### config.mk
export PLATFORM = sky130hd
export DESIGN_NAME = mem_access_ctrl_flat
export DESIGN_NICKNAME = d
export VERILOG_FILES = /design/src/rtl/mac_pkg.sv /design/src/rtl/mem_access_ctrl_if.sv /design/src/rtl/mac_load_align.sv /design/src/rtl/mem_access_ctrl.sv /design/src/flat_wrapper.sv
export SDC_FILE = /design/constraint.sdc
export NUM_CORES = 1
export LEC_CHECK = 0
export ABC_AREA = 1
export ABC_CLOCK_PERIOD_IN_PS = 2300
export CORE_UTILIZATION = 41
export DETAILED_ROUTE_END_ITERATION = 8
export PLACE_DENSITY = 0.82
export SYNTH_ARGS = -nofsm -noshare
export SYNTH_HDL_FRONTEND = slang
export SYNTH_SLANG_ARGS = --single-unit
export TNS_END_PERCENT = 20
### constraint.sdc
create_clock -name clk -period 2.3 [get_ports clk]
set_clock_uncertainty 0.15 [all_clocks]
set_input_delay 0.46 -clock clk [delete_from_list [all_inputs] [get_ports clk]]
set_output_delay 0.46 -clock clk [all_outputs]
set_load 0.01 [all_outputs]
### src/rtl/mac_pkg.sv
// Shared types and constants for the data-memory access controller.
package mac_pkg;
   localparam int WORD_BYTES = 4;
   localparam int BYTE_W     = 8;
   localparam int CNT_W      = 4;

   typedef enum logic [1:0] {
      IDLE  = 2'd0,
      ISSUE = 2'd1,
      WAIT  = 2'd2,
      DONE  = 2'd3
   } mac_state_e;
endpackage

### src/rtl/mem_access_ctrl_if.sv
// Pipeline request/response handshake and data-memory port of mem_access_ctrl.
interface mem_access_ctrl_if #(parameter int N = 32);
   logic         req_valid;
   logic         req_ready;
   logic         req_we;
   logic         req_byte;
   logic         req_signed;
   logic [N-1:0] req_addr;
   logic [N-1:0] req_wdata;
   logic [N-1:0] mem_addr;
   logic [N-1:0] mem_wdata;
   logic         mem_re;
   logic         mem_we;
   logic         mem_byte;
   logic [N-1:0] mem_rdata;
   logic         resp_valid;
   logic         resp_ready;
   logic [N-1:0] resp_data;
   logic         resp_err;

   // slave: the controller; master: pipeline plus memory around it
   modport slave (
      input  req_valid, req_we, req_byte, req_signed, req_addr, req_wdata,
      input  mem_rdata, resp_ready,
      output req_ready, mem_addr, mem_wdata, mem_re, mem_we, mem_byte,
      output resp_valid, resp_data, resp_err
   );

   modport master (
      output req_valid, req_we, req_byte, req_signed, req_addr, req_wdata,
      output mem_rdata, resp_ready,
      input  req_ready, mem_addr, mem_wdata, mem_re, mem_we, mem_byte,
      input  resp_valid, resp_data, resp_err
   );
endinterface

### src/rtl/mac_load_align.sv
// Load-data select/extension of raw memory read data (byte vs word).
// Sign extension of byte loads exists only when MAC_SIGNEXT_EN is defined.
module mac_load_align
   import mac_pkg::*;
#(
   parameter int N = 32
) (
   input  logic [N-1:0] rdata_i,
   input  logic         byte_i,
   input  logic         signed_i,
   output logic [N-1:0] data_o
);

   // upper bits of a byte read are undefined at the memory; never pass them on
   always_comb begin
      data_o = rdata_i;
      if (byte_i) begin
`ifdef MAC_SIGNEXT_EN
         data_o = {{(N-BYTE_W){signed_i & rdata_i[BYTE_W-1]}}, rdata_i[BYTE_W-1:0]};
`else
         data_o = {{(N-BYTE_W){1'b0}}, rdata_i[BYTE_W-1:0]};
`endif
      end
   end

`ifndef MAC_SIGNEXT_EN
   logic unused_signed;
   assign unused_signed = signed_i;
`endif

endmodule

### src/rtl/mem_access_ctrl.sv
// Single-outstanding load/store controller between pipeline and data memory.
// Byte-load sign extension enabled by defining MAC_SIGNEXT_EN.
module mem_access_ctrl
   import mac_pkg::*;
#(
   parameter int N          = 32,
   parameter int ADDR_WIDTH = 19,
   parameter int MEM_LAT    = 1
) (
   input  logic              clk,
   input  logic              rst,
   mem_access_ctrl_if.slave  bus
);

   localparam logic [CNT_W-1:0]      LAST_CNT  = CNT_W'(MEM_LAT - 1);
   localparam logic [ADDR_WIDTH-1:0] LAST_WORD =
      {ADDR_WIDTH{1'b1}} - ADDR_WIDTH'(WORD_BYTES - 1);

   mac_state_e       state_q, state_d;
   logic [CNT_W-1:0] cnt_q, cnt_d;
   logic [N-1:0]     addr_q, addr_d;
   logic [N-1:0]     wdata_q, wdata_d;
   logic             we_q, we_d;
   logic             byte_q, byte_d;
   logic             signed_q, signed_d;
   logic [N-1:0]     resp_data_q, resp_data_d;
   logic             resp_err_q, resp_err_d;

   logic [N-1:0]     addr_hi;
   logic             req_err;
   logic [N-1:0]     load_data;

   // out of range, or a word whose last byte falls past the implemented space
   assign addr_hi = bus.req_addr >> ADDR_WIDTH;
   assign req_err = (|addr_hi) ||
                    (!bus.req_byte && (bus.req_addr[ADDR_WIDTH-1:0] > LAST_WORD));

   mac_load_align #(.N(N)) u_align (
      .rdata_i  (bus.mem_rdata),
      .byte_i   (byte_q),
      .signed_i (signed_q),
      .data_o   (load_data)
   );

   always_comb begin
      state_d     = state_q;
      cnt_d       = cnt_q;
      addr_d      = addr_q;
      wdata_d     = wdata_q;
      we_d        = we_q;
      byte_d      = byte_q;
      signed_d    = signed_q;
      resp_data_d = resp_data_q;
      resp_err_d  = resp_err_q;
      case (state_q)
         IDLE: begin
            if (bus.req_valid) begin
               addr_d      = bus.req_addr;
               wdata_d     = bus.req_wdata;
               we_d        = bus.req_we;
               byte_d      = bus.req_byte;
               signed_d    = bus.req_signed;
               resp_data_d = '0;
               resp_err_d  = req_err;
               state_d     = req_err ? DONE : ISSUE;
            end
         end
         ISSUE: begin
            cnt_d   = '0;
            state_d = WAIT;
         end
         WAIT: begin
            if (cnt_q == LAST_CNT) begin
               cnt_d       = '0;
               resp_data_d = we_q ? '0 : load_data;
               state_d     = DONE;
            end else begin
               cnt_d = cnt_q + 1'b1;
            end
         end
         DONE: begin
            if (bus.resp_ready) state_d = IDLE;
         end
         default: state_d = IDLE;
      endcase
   end

   always_ff @(posedge clk) begin
      if (rst) begin
         state_q     <= IDLE;
         cnt_q       <= '0;
         addr_q      <= '0;
         wdata_q     <= '0;
         we_q        <= 1'b0;
         byte_q      <= 1'b0;
         signed_q    <= 1'b0;
         resp_data_q <= '0;
         resp_err_q  <= 1'b0;
      end else begin
         state_q     <= state_d;
         cnt_q       <= cnt_d;
         addr_q      <= addr_d;
         wdata_q     <= wdata_d;
         we_q        <= we_d;
         byte_q      <= byte_d;
         signed_q    <= signed_d;
         resp_data_q <= resp_data_d;
         resp_err_q  <= resp_err_d;
      end
   end

   // address/data come straight from the latched request, so they stay put
   // from ISSUE through WAIT; enables are a single ISSUE-cycle pulse
   assign bus.req_ready  = (state_q == IDLE);
   assign bus.mem_re     = (state_q == ISSUE) && !we_q;
   assign bus.mem_we     = (state_q == ISSUE) &&  we_q;
   assign bus.mem_addr   = addr_q;
   assign bus.mem_wdata  = wdata_q;
   assign bus.mem_byte   = byte_q;
   assign bus.resp_valid = (state_q == DONE);
   assign bus.resp_data  = resp_data_q;
   assign bus.resp_err   = resp_err_q;

endmodule

### src/flat_wrapper.sv
// flat-port wrapper written by rule: the top's interface ports become plain ports
module mem_access_ctrl_flat import mac_pkg::*;
#(
   parameter int N          = 32,
   parameter int ADDR_WIDTH = 19,
   parameter int MEM_LAT    = 1
)
  (clk, rst, bus_req_valid, bus_req_we, bus_req_byte, bus_req_signed, bus_req_addr, bus_req_wdata, bus_mem_rdata, bus_resp_ready, bus_req_ready, bus_mem_addr, bus_mem_wdata, bus_mem_re, bus_mem_we, bus_mem_byte, bus_resp_valid, bus_resp_data, bus_resp_err);
  mem_access_ctrl_if #(.N(N)) bus_i ();
  input  logic clk;
  input  logic rst;
  input wire logic [$bits(bus_i.req_valid)-1:0] bus_req_valid;
  input wire logic [$bits(bus_i.req_we)-1:0] bus_req_we;
  input wire logic [$bits(bus_i.req_byte)-1:0] bus_req_byte;
  input wire logic [$bits(bus_i.req_signed)-1:0] bus_req_signed;
  input wire logic [$bits(bus_i.req_addr)-1:0] bus_req_addr;
  input wire logic [$bits(bus_i.req_wdata)-1:0] bus_req_wdata;
  input wire logic [$bits(bus_i.mem_rdata)-1:0] bus_mem_rdata;
  input wire logic [$bits(bus_i.resp_ready)-1:0] bus_resp_ready;
  output wire logic [$bits(bus_i.req_ready)-1:0] bus_req_ready;
  output wire logic [$bits(bus_i.mem_addr)-1:0] bus_mem_addr;
  output wire logic [$bits(bus_i.mem_wdata)-1:0] bus_mem_wdata;
  output wire logic [$bits(bus_i.mem_re)-1:0] bus_mem_re;
  output wire logic [$bits(bus_i.mem_we)-1:0] bus_mem_we;
  output wire logic [$bits(bus_i.mem_byte)-1:0] bus_mem_byte;
  output wire logic [$bits(bus_i.resp_valid)-1:0] bus_resp_valid;
  output wire logic [$bits(bus_i.resp_data)-1:0] bus_resp_data;
  output wire logic [$bits(bus_i.resp_err)-1:0] bus_resp_err;
  assign bus_i.req_valid = bus_req_valid;
  assign bus_i.req_we = bus_req_we;
  assign bus_i.req_byte = bus_req_byte;
  assign bus_i.req_signed = bus_req_signed;
  assign bus_i.req_addr = bus_req_addr;
  assign bus_i.req_wdata = bus_req_wdata;
  assign bus_i.mem_rdata = bus_mem_rdata;
  assign bus_i.resp_ready = bus_resp_ready;
  assign bus_req_ready = bus_i.req_ready;
  assign bus_mem_addr = bus_i.mem_addr;
  assign bus_mem_wdata = bus_i.mem_wdata;
  assign bus_mem_re = bus_i.mem_re;
  assign bus_mem_we = bus_i.mem_we;
  assign bus_mem_byte = bus_i.mem_byte;
  assign bus_resp_valid = bus_i.resp_valid;
  assign bus_resp_data = bus_i.resp_data;
  assign bus_resp_err = bus_i.resp_err;
  mem_access_ctrl #(.N(N), .ADDR_WIDTH(ADDR_WIDTH), .MEM_LAT(MEM_LAT)) u_core (.clk(clk), .rst(rst), .bus(bus_i));
endmodule
Yosys cells after proc, flatten, opt, wreduce, memory -nomap -nowiden
Cells that the tools add are included.
{"block": "totals", "wordCells": 42, "output_inout_bits": 102, "register_bits": 105}
{"block": "classes", "n_reduce_logical": 14, "addsub": 1, "eq_ne": 6, "n_lt_le_gt_ge": 1, "n_mux": 12}
{"cell": "$mux 32", "n": 4}
{"cell": "$pmux 32 s2", "n": 1}
{"cell": "$gt 19x19->1 const B", "n": 1}
{"cell": "$reduce_or 13->1", "n": 1}
{"cell": "$mux 2", "n": 4}
{"cell": "$pmux 2 s4", "n": 1}
{"cell": "$pmux 4 s2", "n": 1}
{"cell": "$reduce_and 3->1", "n": 2}
{"cell": "$add 4x1->4 const B", "n": 1}
{"cell": "$eq 2x2->1 const B", "n": 2}
{"cell": "$logic_not 4->1", "n": 1}
{"cell": "$mux 4", "n": 1}
{"cell": "$ne 2x2->1 const B", "n": 2}
{"cell": "$reduce_bool 2->1", "n": 2}
{"cell": "$logic_and 1x1->1", "n": 3}
{"cell": "$eq 2x1->1 const B", "n": 1}
{"cell": "$logic_not 1->1", "n": 2}
{"cell": "$logic_not 2->1", "n": 1}
{"cell": "$ne 2x1->1 const B", "n": 1}
{"cell": "$reduce_and 2->1", "n": 1}
{"cell": "$logic_or 1x1->1", "n": 1}

Logic depth before layout (Yosys ltp)
Gate-level depths: netlist of the first run.
{"block": "depth", "ltp_word": 6, "depth_mapped": 9, "mapped_depth_nobuf": 9}

By module
A second synthesis of the first run with hierarchy kept.
{"block": "unflattened", "hier_cells": 641, "area_unflattened_um2": 4638.2}
{"mod": "mem_access_ctrl", "seq_area_each_um2": 2122.0, "n_inst": 1, "cells_per_inst": 583, "area_each_um2": 4375.4}
{"mod": "mac_load_align", "seq_area_each_um2": 0.0, "n_inst": 1, "cells_per_inst": 58, "area_each_um2": 262.8}

Worst setup path after synthesis of the first run
OpenSTA, ideal clock, no wires.
{"block": "synth_path", "kind": "register -> register", "start": "register u_core.state_q[0]", "end": "register u_core.resp_data_q[29] (netlist: u_core.bus.resp_data[29])", "arrival_time_ps": 1473, "path_buffers": 1, "setup_ps": 120, "stages_incl_launch_ff": 8, "synth_period_minus_slack_ps": 1743, "path_slack_ps": 557, "required_ps": 2030, "cell_sequence": "dfxtp_1 > inv_1 > ha_1 > inv_2 > or2_4 > o211ai_4 > buf_4 > a21oi_1"}
{"block": "synth_between", "elab_chain_len": 3, "elab_cells_between_ends": 7, "classes_between": "eq/ne: 3; mux: 1; reduce/logical: 3"}
{"item": "from (decl)", "line": "mem_access_ctrl.sv:19", "text": "mac_state_e state_q, state_d;"}
{"item": "from (signal assigned)", "line": "mem_access_ctrl.sv:100", "text": "state_q <= state_d;"}
{"item": "$logic_not 2->1 *"}
{"item": "named net bus_req_ready", "line": "flat_wrapper.sv:20", "text": "output wire logic [$bits(bus_i.req_ready)-1:0] bus_req_ready;"}
{"item": "$ne 2x2->1 (no source line) / $reduce_bool 2->1 (equally long branches)"}
{"item": "$reduce_and 3->1 (no source line)"}
{"item": "to (signal assigned)", "line": "mem_access_ctrl.sv:107", "text": "resp_data_q <= resp_data_d;"}
{"item": "to (decl)", "line": "mem_access_ctrl.sv:26", "text": "logic [N-1:0] resp_data_q, resp_data_d;"}
Mark *: on every way through the listed nets, which the timed path passes. The rest lies on a longest branch.
A chain may end at the register's enable or synchronous reset.

Worst setup path in the final report of the first run
{"block": "layout_path", "start": "register u_core.state_q[1]", "end": "output port bus_resp_valid"}
{"block": "layout_between", "elab_chain_len": 1}
{"item": "$eq 2x2->1", "line": "mem_access_ctrl.sv:120", "text": "assign bus.resp_valid = (state_q == DONE);"}
{"item": "to (decl)", "line": "flat_wrapper.sv:26", "text": "output wire logic [$bits(bus_i.resp_valid)-1:0] bus_resp_valid;"}
No other way between the ends.

==> results of run 1 <==
==> synthesized netlist by cell type <==
master    count  area, µm²
nor3_1        1      5.000
o21ai_1      26      130.1
o21ai_0      74      370.4
buf_4         4      30.03
dfxtp_1     105       2102
a21oi_1      10      50.05
or2_4         1      8.760
nand2_1      24      90.09
buf_6         3      33.78
buf_1         1      3.750
nor3b_1       1      7.510
o211ai_4      1      21.27
inv_1        83      311.6
nand3b_1      1      7.510
nand3_1       2      10.01
clkbuf_1     18      67.56
buf_2         7      35.03
xor2_1        2      17.52
nor2_1      181      679.4
inv_2         1      3.750
a21oi_2      28      245.2
ha_1          6      75.07
nand4_1       2      12.51
o21ai_2       2      17.52
==> power breakdown <==
| group | total [mW] | internal [mW] | switching (mW) |
|---|---|---|---|
| Combinational | 3.47 | 1.67 | 1.80 |
| Sequential | 2.62 | 2.35 | 0.277 |
| Clock | 1.04 | 0.426 | 0.618 |
==> cell families (layout without fill, tap and decap cells) <==
family	Yosys count	count (layout)	share of synthesized area, %
buf+inv	117	312	11.20
xor+xnor	2	2	0.4041
compound gates	141	141	19.25
flops	105	105	48.48
simple gates	213	213	18.93
fa+ha+maj	6	6	1.732
==> worst max path at each step <==
stage / start / end / slack (ns) / cells past startpoint
5_1_grt: u_core.state_q[1]$_SDFFE_PP0P_ / bus_resp_valid / 0.13 / 2
2_1_floorplan: u_core.state_q[0]$_SDFFE_PP0P_ / u_core.bus.resp_data[29]$_SDFFE_PP0P_ / 0.56 / 7
3_5_place_dp: bus_req_valid / u_core.bus.resp_data[28]$_SDFFE_PP0P_ / 0.23 / 6
3_3_place_gp: bus_req_valid / u_core.bus.resp_data[28]$_SDFFE_PP0P_ / 0.27 / 6
6_report: u_core.state_q[1]$_SDFFE_PP0P_ / bus_resp_valid / 0.20 / 2
4_1_cts: u_core.state_q[1]$_SDFFE_PP0P_ / bus_mem_we / 0.05 / 5
==> what timing repair did <==
item                                   in CTS  in global routing
setup endpoints to repair                   2                  1
pin swaps                                   0                  0
endpoints found under the hold margin       0                  0
gates resized for setup                     3                  1
gates cloned                                0                  0
==> per-layer routing <==
| metal | global-route usage (%) | routed length (µm) | vias to the layer above | share of wire (%) |
|---|---|---|---|---|
| li1 | - | - | 2186 | - |
| met1 | 23.72 | 4840 | 1934 | 41 |
| met2 | 38.51 | 5770 | 145 | 49 |
| met3 | 6.550 | 932 | 24 | 7.9 |
| met4 | 8.551 | 289 | 0 | 2.4 |
| met5 | 0 | 0 | - | 0 |
==> placed cells by master (no fill, tap or decap), types with 2 or more instances in the layout <==
master | netlist | layout
ha_1 | 6 | 5
a21oi_1 | 10 | 10
clkdlybuf4s50_1 | 0 | 200
buf_4 | 4 | 4
dfxtp_1 | 105 | 105
xor2_1 | 2 | 2
clkinvlp_4 | 0 | 2
inv_2 | 1 | 3
clkbuf_1 | 18 | 2
clkbuf_8 | 0 | 10
buf_12 | 0 | 5
inv_1 | 83 | 81
nand2_1 | 24 | 23
a21oi_2 | 28 | 28
nand4_1 | 2 | 2
o21ai_0 | 74 | 74
o21ai_1 | 26 | 26
o21ai_2 | 2 | 2
nor2_1 | 181 | 181
dlygate4sd2_1 | 0 | 2
nand3_1 | 2 | 2
==> area by class of cell <==
cell class	count	area, µm²
inverters	84	315.3
flip-flops and latches	105	2102
fillers	888	3601
well taps	136	170.2
multi-input cells	362	1753
clock buffers	12	145.1
clock inverters	4	28.78
repair buffers	212	2162
==> worst min-delay path: cells and delay by family, from the launching register on <==
family	cells	cell delay, ns
compound gates	1	0.05
buf+inv	1	0.05
flops	1	0.32
==> registers in the layout, summed over array words and instances, names as in the netlist <==
name,flops
u_core.bus.resp_err,1
u_core.bus.mem_wdata,32
u_core.we_q,1
u_core.state_q,2
u_core.bus.mem_addr,32
u_core.bus.resp_data,32
u_core.bus.mem_byte,1
u_core.cnt_q,4
==> stage by stage <==
step | instances | hold slack [ns] | total power [mW] | instance area [µm²] | utilization, %
2_1_floorplan | 584 | 0.3179 | 4.577 | 4335 | -
3_3_place_gp | 899 | 0.2832 | 5.988 | 6500 | 63.25
3_5_place_dp | 899 | 0.2899 | 6.132 | 6500 | 63.25
4_1_cts | 915 | 0.3033 | 7.175 | 6674 | 64.94
5_1_grt | 915 | 0.3226 | 7.623 | 6676 | 64.96
6_report | 915 | 0.3010 | 7.134 | 6676 | 64.96
==> impl_metrics.sql, run 1 <==
INSERT INTO impl_metrics (metric_group, metric, value, unit) VALUES
('synthesis', 'synth_cells', '584', ''),
('worst_setup_path', 'worst_path_dominant_cell_family', 'buffers and inverters', ''),
('placed_design', 'dp_hpwl', '8728', 'µm'),
('global_routing', 'vias_in_the_first_global_route', '4093', ''),
('cts', 'cts_post_setup_buffers_inserted', '0', ''),
('detailed_routing', 'postRouteAntennaNets', '0', ''),
('worst_setup_path', 'crit_chain', 'ha_1, clkdlybuf4s50_1', ''),
('floorplan', 'placeableCoreArea', '10280', 'µm²'),
('floorplan', 'placementRows', '37', ''),
('min_path', 'timing.hold.worst_path_depth', '2', ''),
('global_routing', 'grt_max_degree', '50', ''),
('floorplan', 'floorplan.die.height', '104.8', 'µm'),
('synthesis', 'yosysSeqAreaShare', '48.48', '%'),
('cts', 'clkSinkCount', '105', ''),
('sta', 'finalHoldViolCount', '0', ''),
('placed_design', 'gp_congestion', '0.8445', ''),
('detailed_routing', 'drt-wirelength-per-cell', '12.93', 'µm'),
('detailed_routing', 'sum_of_routed_wire_length_over_all_layers', '11830', 'µm'),
('cts', 'cts_max_path_buffers', '2', ''),
('floorplan', 'design.portCount', '205', ''),
('detailed_routing', 'first_iter_violations', '126', ''),
('worst_setup_path', 'timing.critical_path.slowest_cell_delay', '0.55', 'ns'),
('sta', 'finalSetupTns', '0', 'ns'),
('cts', 'tritoncts_clock_tree', 'yes', ''),
('cells_and_area', 'n_antenna_cell', '0', ''),
('sta', 'final-setup-viol-count', '0', ''),
('placed_design', 'preCtsSetupSlack', '0.2337', 'ns'),
('worst_setup_path', 'critPathSlowestCell', 'clkdlybuf4s50_1', ''),
('cts', 'ctsHoldBuffers', '0', ''),
('sta', 'maxClockFrequency', '475.5', 'MHz'),
('synthesis', 'synth.cell_area', '4335', 'µm²'),
('worst_setup_path', 'cp-start-kind', 'flip-flop', ''),
('cells_and_area', 'layout-area-overhead-vs-synth', '54.00', '%'),
('worst_setup_path', 'timing.setup.critical_path_class', 'reg2out', ''),
('floorplan', 'dieWidth', '104.8', 'µm'),
('min_path', 'worst_min_delay_path_startpoint', 'u_core.bus.resp_data[28]$_SDFFE_PP0P_', ''),
('power', 'powerDensity', '1069', 'nW/µm²'),
('sta', 'final_max_slew_viol_count', '0', ''),
('detailed_routing', 'routed_via_density', '4.687', ''),
('global_routing', 'first_pass_grt_wire_length', '19180', 'µm'),
('worst_setup_path', 'crit_path_buf_inv_count', '1', ''),
('synthesis', 'synth.ff_latch_count', '105', ''),
('synthesis', 'synth.avg_cell_area', '7.424', 'µm²'),
('cts', 'cts_root_buffer', 'clkbuf_8', ''),
('cts', 'cts.reportedPaths.clkPinSlew', '0.10', 'ns'),
('placed_design', 'placement.io_buffers', '203', ''),
('sta', 'worst_slew_pin_slew', '0.3341', 'ns'),
('synthesis', 'netlist-cell-type-count', '24', ''),
('global_routing', 'grt_antenna_before_repair', '0', ''),
('sta', 'grt_setup_unrepaired', 'no', ''),
('worst_setup_path', 'source_of_the_worst_register_to_register_timing_path', 'u_core.state_q[0]$_SDFFE_PP0P_', ''),
('sta', 'setup_ws', '0.1970', 'ns'),
('synthesis', 'synth.net_count', '693', ''),
('cts', 'cts_made_buffers', '9', ''),
('detailed_routing', 'num_vias', '4289', ''),
('cells_and_area', 'drive_gt1_share', '7.702', '%'),
('sta', 'min_period', '2.103', 'ns'),
('min_path', 'hold_path_class', 'reg2reg', ''),
('cells_and_area', 'finalNetCount', '883', ''),
('power', 'ir_drop', '0.5243', 'mV'),
('status', 'outcome', 'completed', ''),
('min_path', 'min_delay_worst_endpoint', 'u_core.bus.resp_data[28]$_SDFFE_PP0P_', ''),
('worst_setup_path', 'cp_data_required_time', '1.69', 'ns'),
('sta', 'max_slew_margin', '77.70', '%'),
('detailed_routing', 'detail_route.drc_violations', '0', ''),
('sta', 'period_share', '91.43', '%'),
('worst_setup_path', 'crit_fanout', '4', ''),
('detailed_routing', 'drt-pass1-iter-count', '4', ''),
('global_routing', 'grt_use_total', '21.54', '%'),
('power', 'p_leak', '2.710', 'nW'),
('synthesis', 'yosys_warnings', '0', ''),
('floorplan', 'initial_utilization', '42.18', '%'),
('job', 'timing.max_cap.violations', '0', ''),
('worst_setup_path', 'critPathArrivalTime', '1.49', 'ns'),
('worst_setup_path', 'rr_endpoint', 'u_core.bus.resp_data[28]$_SDFFE_PP0P_', ''),
('cts', 'insertion_delay', '0.36', 'ns'),
('worst_setup_path', 'reg2reg_depth', '8', ''),
('worst_setup_path', 'crit_path_end_kind', 'primary output', ''),
('floorplan', 'dieArea', '10990', 'µm²'),
('global_routing', 'grt_overflow_total', '0', ''),
('worst_setup_path', 'reg2reg_slack', '0.37', 'ns'),
('cts', 'count_of_h_tree_levels_built_during_cts', '3', '');
Power figures use the tool's default switching activity.
==> run 2, diff against run 1 <==
ABC_AREA = not set   (was 1)
CORE_UTILIZATION = 40   (was 41)
PLACE_DENSITY = 0.81   (was 0.82)
==> impl_metrics.sql, run 2 <==
INSERT INTO impl_metrics (metric_group, metric, value, unit) VALUES
('detailed_routing', 'first_iter_violations', '105', ''),
('power', 'netSwitchingPower', '1.946', 'mW'),
('power', 'ir_drop', '0.4321', 'mV'),
('cts', 'cts.reportedPaths.clkPinSlew', '0.09', 'ns'),
('power', 'cell_internal_pwr', '3.756', 'mW'),
('cells_and_area', 'layout.cells.most_common', 'clkdlybuf4s50_1', ''),
('worst_setup_path', 'source_of_the_worst_register_to_register_timing_path', 'u_core.cnt_q[0]$_SDFFE_PP0P_', ''),
('floorplan', 'dieArea', '10360', 'µm²'),
('global_routing', 'vias_in_the_first_global_route', '3825', ''),
('cts', 'insertion_delay', '0.36', 'ns'),
('cts', 'cts_max_path_buffers', '2', ''),
('synthesis', 'synth.ff_latch_count', '105', ''),
('cts', 'count_of_h_tree_levels_built_during_cts', '3', ''),
('detailed_routing', 'detail_route.drc_violations', '0', ''),
('sta', 'maxClockFrequency', '451.2', 'MHz'),
('synthesis', 'netlist-cell-type-count', '36', ''),
('cells_and_area', 'layout_common_cells', 'clkdlybuf4s50_1, nand2_1, dfxtp_1', ''),
('power', 'fin_total_pwr', '5.702', 'mW'),
('synthesis', 'synth.top_cell.area_share', '52.78', '%'),
('global_routing', 'first_pass_grt_wire_length', '17500', 'µm'),
('worst_setup_path', 'crit_path_start', 'u_core.state_q[0]$_SDFFE_PP0P_', ''),
('sta', 'final-setup-viol-count', '0', ''),
('synthesis', 'synth_cells', '495', ''),
('sta', 'max_slew_margin', '63.46', '%'),
('job', 'timing.max_cap.violations', '0', ''),
('power', 'p_seq_share', '39.9', '%'),
('worst_setup_path', 'rr_endpoint', 'u_core.bus.resp_data[17]$_SDFFE_PP0P_', ''),
('placed_design', 'dp_hpwl', '8302', 'µm'),
('worst_setup_path', 'crit_path_buf_inv_count', '2', ''),
('worst_setup_path', 'timing.setup.critical_path_class', 'reg2out', ''),
('sta', 'min_period', '2.216', 'ns'),
('floorplan', 'design.portCount', '205', ''),
('power', 'powerDensity', '904.6', 'nW/µm²'),
('global_routing', 'grt_max_degree', '50', ''),
('power', 'p_leak', '2.252', 'nW'),
('cts', 'tritoncts_clock_tree', 'yes', ''),
('sta', 'grt_setup_unrepaired', 'no', ''),
('worst_setup_path', 'crit_fanout', '7', ''),
('min_path', 'min_delay_worst_endpoint', 'u_core.bus.resp_data[4]$_SDFFE_PP0P_', ''),
('worst_setup_path', 'cp-start-kind', 'flip-flop', ''),
('power', 'p_comb_share', '40.1', '%'),
('min_path', 'hold_path_class', 'reg2reg', ''),
('global_routing', 'grt_overflow_total', '0', ''),
('global_routing', 'grt_use_total', '21.66', '%'),
('floorplan', 'placementRows', '36', ''),
('synthesis', 'commonest_cells_in_the_netlist', 'nand2_1, dfxtp_1, a21oi_1, nand3_1', ''),
('detailed_routing', 'drt-pass1-iter-count', '4', ''),
('synthesis', 'yosysSeqAreaShare', '52.78', '%'),
('cts', 'cts_made_buffers', '9', ''),
('sta', 'period_share', '96.37', '%'),
('detailed_routing', 'num_vias', '4021', ''),
('floorplan', 'floorplan.die.height', '101.8', 'µm'),
('synthesis', 'yosys_warnings', '0', ''),
('detailed_routing', 'drt-wirelength-per-cell', '14.02', 'µm'),
('floorplan', 'placeableCoreArea', '9729', 'µm²'),
('min_path', 'timing.hold.worst_path_depth', '2', ''),
('worst_setup_path', 'crit_path_end_kind', 'primary output', ''),
('power', 'pwr-share-clk', '20.0', '%'),
('min_path', 'worst_min_delay_path_startpoint', 'u_core.bus.resp_data[4]$_SDFFE_PP0P_', ''),
('cts', 'cts_post_setup_buffers_inserted', '0', ''),
('worst_setup_path', 'reg2reg_depth', '7', ''),
('cells_and_area', 'finalNetCount', '791', ''),
('synthesis', 'synth.net_count', '604', ''),
('detailed_routing', 'routed_via_density', '4.910', ''),
('worst_setup_path', 'crit_chain', 'inv_1, ha_4, clkdlybuf4s50_1', ''),
('sta', 'worst_slew_pin_slew', '0.5460', 'ns'),
('synthesis', 'synthFlopType', 'dfxtp_1', ''),
('sta', 'finalHoldViolCount', '0', ''),
('floorplan', 'initial_utilization', '40.93', '%'),
('worst_setup_path', 'cp_data_required_time', '1.69', 'ns'),
('worst_setup_path', 'critPathArrivalTime', '1.61', 'ns'),
('floorplan', 'dieWidth', '101.8', 'µm'),
('sta', 'final_max_slew_viol_count', '0', ''),
('detailed_routing', 'sum_of_routed_wire_length_over_all_layers', '11490', 'µm'),
('cells_and_area', 'n_antenna_cell', '0', ''),
('synthesis', 'asyncSetResetFlopFracSynth', '0', '%'),
('cts', 'clkSinkCount', '105', ''),
('synthesis', 'synth.avg_cell_area', '8.046', 'µm²'),
('synthesis', 'post_synth_main_area_contributors', 'dfxtp_1, nand2_1, a21oi_1, nand3_1, ha_1', ''),
('detailed_routing', 'postRouteAntennaNets', '0', ''),
('synthesis', 'synth_edf_count', '0', ''),
('placed_design', 'gp_congestion', '0.7674', ''),
('global_routing', 'grt_antenna_before_repair', '0', ''),
('worst_setup_path', 'timing.critical_path.slowest_cell_delay', '0.56', 'ns'),
('worst_setup_path', 'critPathSlowestCell', 'clkdlybuf4s50_1', ''),
('placed_design', 'placement.io_buffers', '203', ''),
('cells_and_area', 'layout-area-overhead-vs-synth', '58.28', '%'),
('cells_and_area', 'drive_gt1_share', '5.102', '%'),
('synthesis', 'synth_area_leader_cell', 'dfxtp_1', ''),
('worst_setup_path', 'reg2reg_slack', '0.42', 'ns'),
('cts', 'cts_root_buffer', 'clkbuf_8', ''),
('synthesis', 'synth.cell_area', '3983', 'µm²'),
('status', 'outcome', 'completed', ''),
('synthesis', 'yosys.cell_count.top_type', 'nand2_1', ''),
('worst_setup_path', 'worst_path_dominant_cell_family', 'buffers and inverters', ''),
('sta', 'finalSetupTns', '0', 'ns'),
('power', 'netSwitchingFraction', '34.12', '%');
## run 2: final cells by class
type | count | area (µm²)
clock inverter | 3 | 40.04
tap | 133 | 166.4
clock buffer | 12 | 155.1
inverter | 5 | 18.77
sequential | 105 | 2102
fill | 813 | 3426
timing repair buffer | 211 | 2128
multi-input combinational | 350 | 1693
## run 2: power by group through the flow
| stage | combinational [mW] | clock, mW | sequential [mW] |
|---|---|---|---|
| after global placement | 2.20 | 0 | 2.30 |
| after detailed placement | 2.25 | 0 | 2.32 |
| after floorplan | 1.15 | 0 | 2.43 |
| after global routing | 2.50 | 1.24 | 2.31 |
| final | 2.29 | 1.14 | 2.27 |
| after CTS | 2.27 | 1.18 | 2.27 |
## run 2: worst register-to-register path, stage by stage (launching register included)
cell     delay, ns
dfxtp_1       0.42
inv_1         0.07
ha_1          0.20
nor3b_4       0.16
o21ai_2       0.40
buf_12        0.22
nand2_1       0.07
a21oi_1       0.13
## run 2: what timing repair did
item / 4_1_cts / 5_1_grt
pin swaps: 0 / 0
hold buffers: 0 / 0
setup endpoints to repair: 2 / 2
hold endpoints to repair: 0 / 0
cloned: 0 / 0
gates resized for setup: 2 / 2
## run 2: worst max path at each step
stage	endpoint	slack (ns)	cells past startpoint
6_report	bus_req_ready	0.08	3
5_1_grt	bus_req_ready	0.02	3
4_1_cts	bus_req_ready	0.007	3
3_5_place_dp	u_core.state_q[1]$_SDFFE_PP0P_	0.20	5
3_3_place_gp	u_core.state_q[1]$_SDFFE_PP0P_	0.19	5
2_1_floorplan	u_core.bus.resp_data[0]$_SDFFE_PP0P_	0.59	7
## run 2: logic make-up after synthesis
logic type,count (synthesis),synth area share (%)
AOI/OAI and AO/OA,110,14.73
xor gates and xnor gates,3,0.6599
adders and majority gates,6,1.885
buffers and inverters,40,5.121
DFF,105,52.78
muxes,1,0.3769
and+or+nand+nor,230,24.44
## run 2: metrics by stage
stage	util, %	cell area, µm²	worst slack (ns)	instances	hold WS (ns)
6_report	64.79	6304	0.08353	819	0.3048
5_1_grt	64.79	6304	0.01917	819	0.3227
4_1_cts	64.66	6291	0.007330	819	0.3062
3_5_place_dp	62.64	6095	0.1957	804	0.2930
3_3_place_gp	62.64	6095	0.1862	804	0.2870
2_1_floorplan	-	3983	0.5932	495	0.3259
## run 2: routing by layer
| metal | GRT usage, % | vias to the layer above | wire length, µm | part of all wire, % |
|---|---|---|---|---|
| met5 | 0 | - | 0 | 0 |
| met4 | 8.584 | 0 | 270 | 2.4 |
| met3 | 8.558 | 22 | 1101 | 9.6 |
| met2 | 37.32 | 170 | 5412 | 47 |
| met1 | 23.84 | 1826 | 4700 | 41 |
| li1 | - | 2003 | - | - |
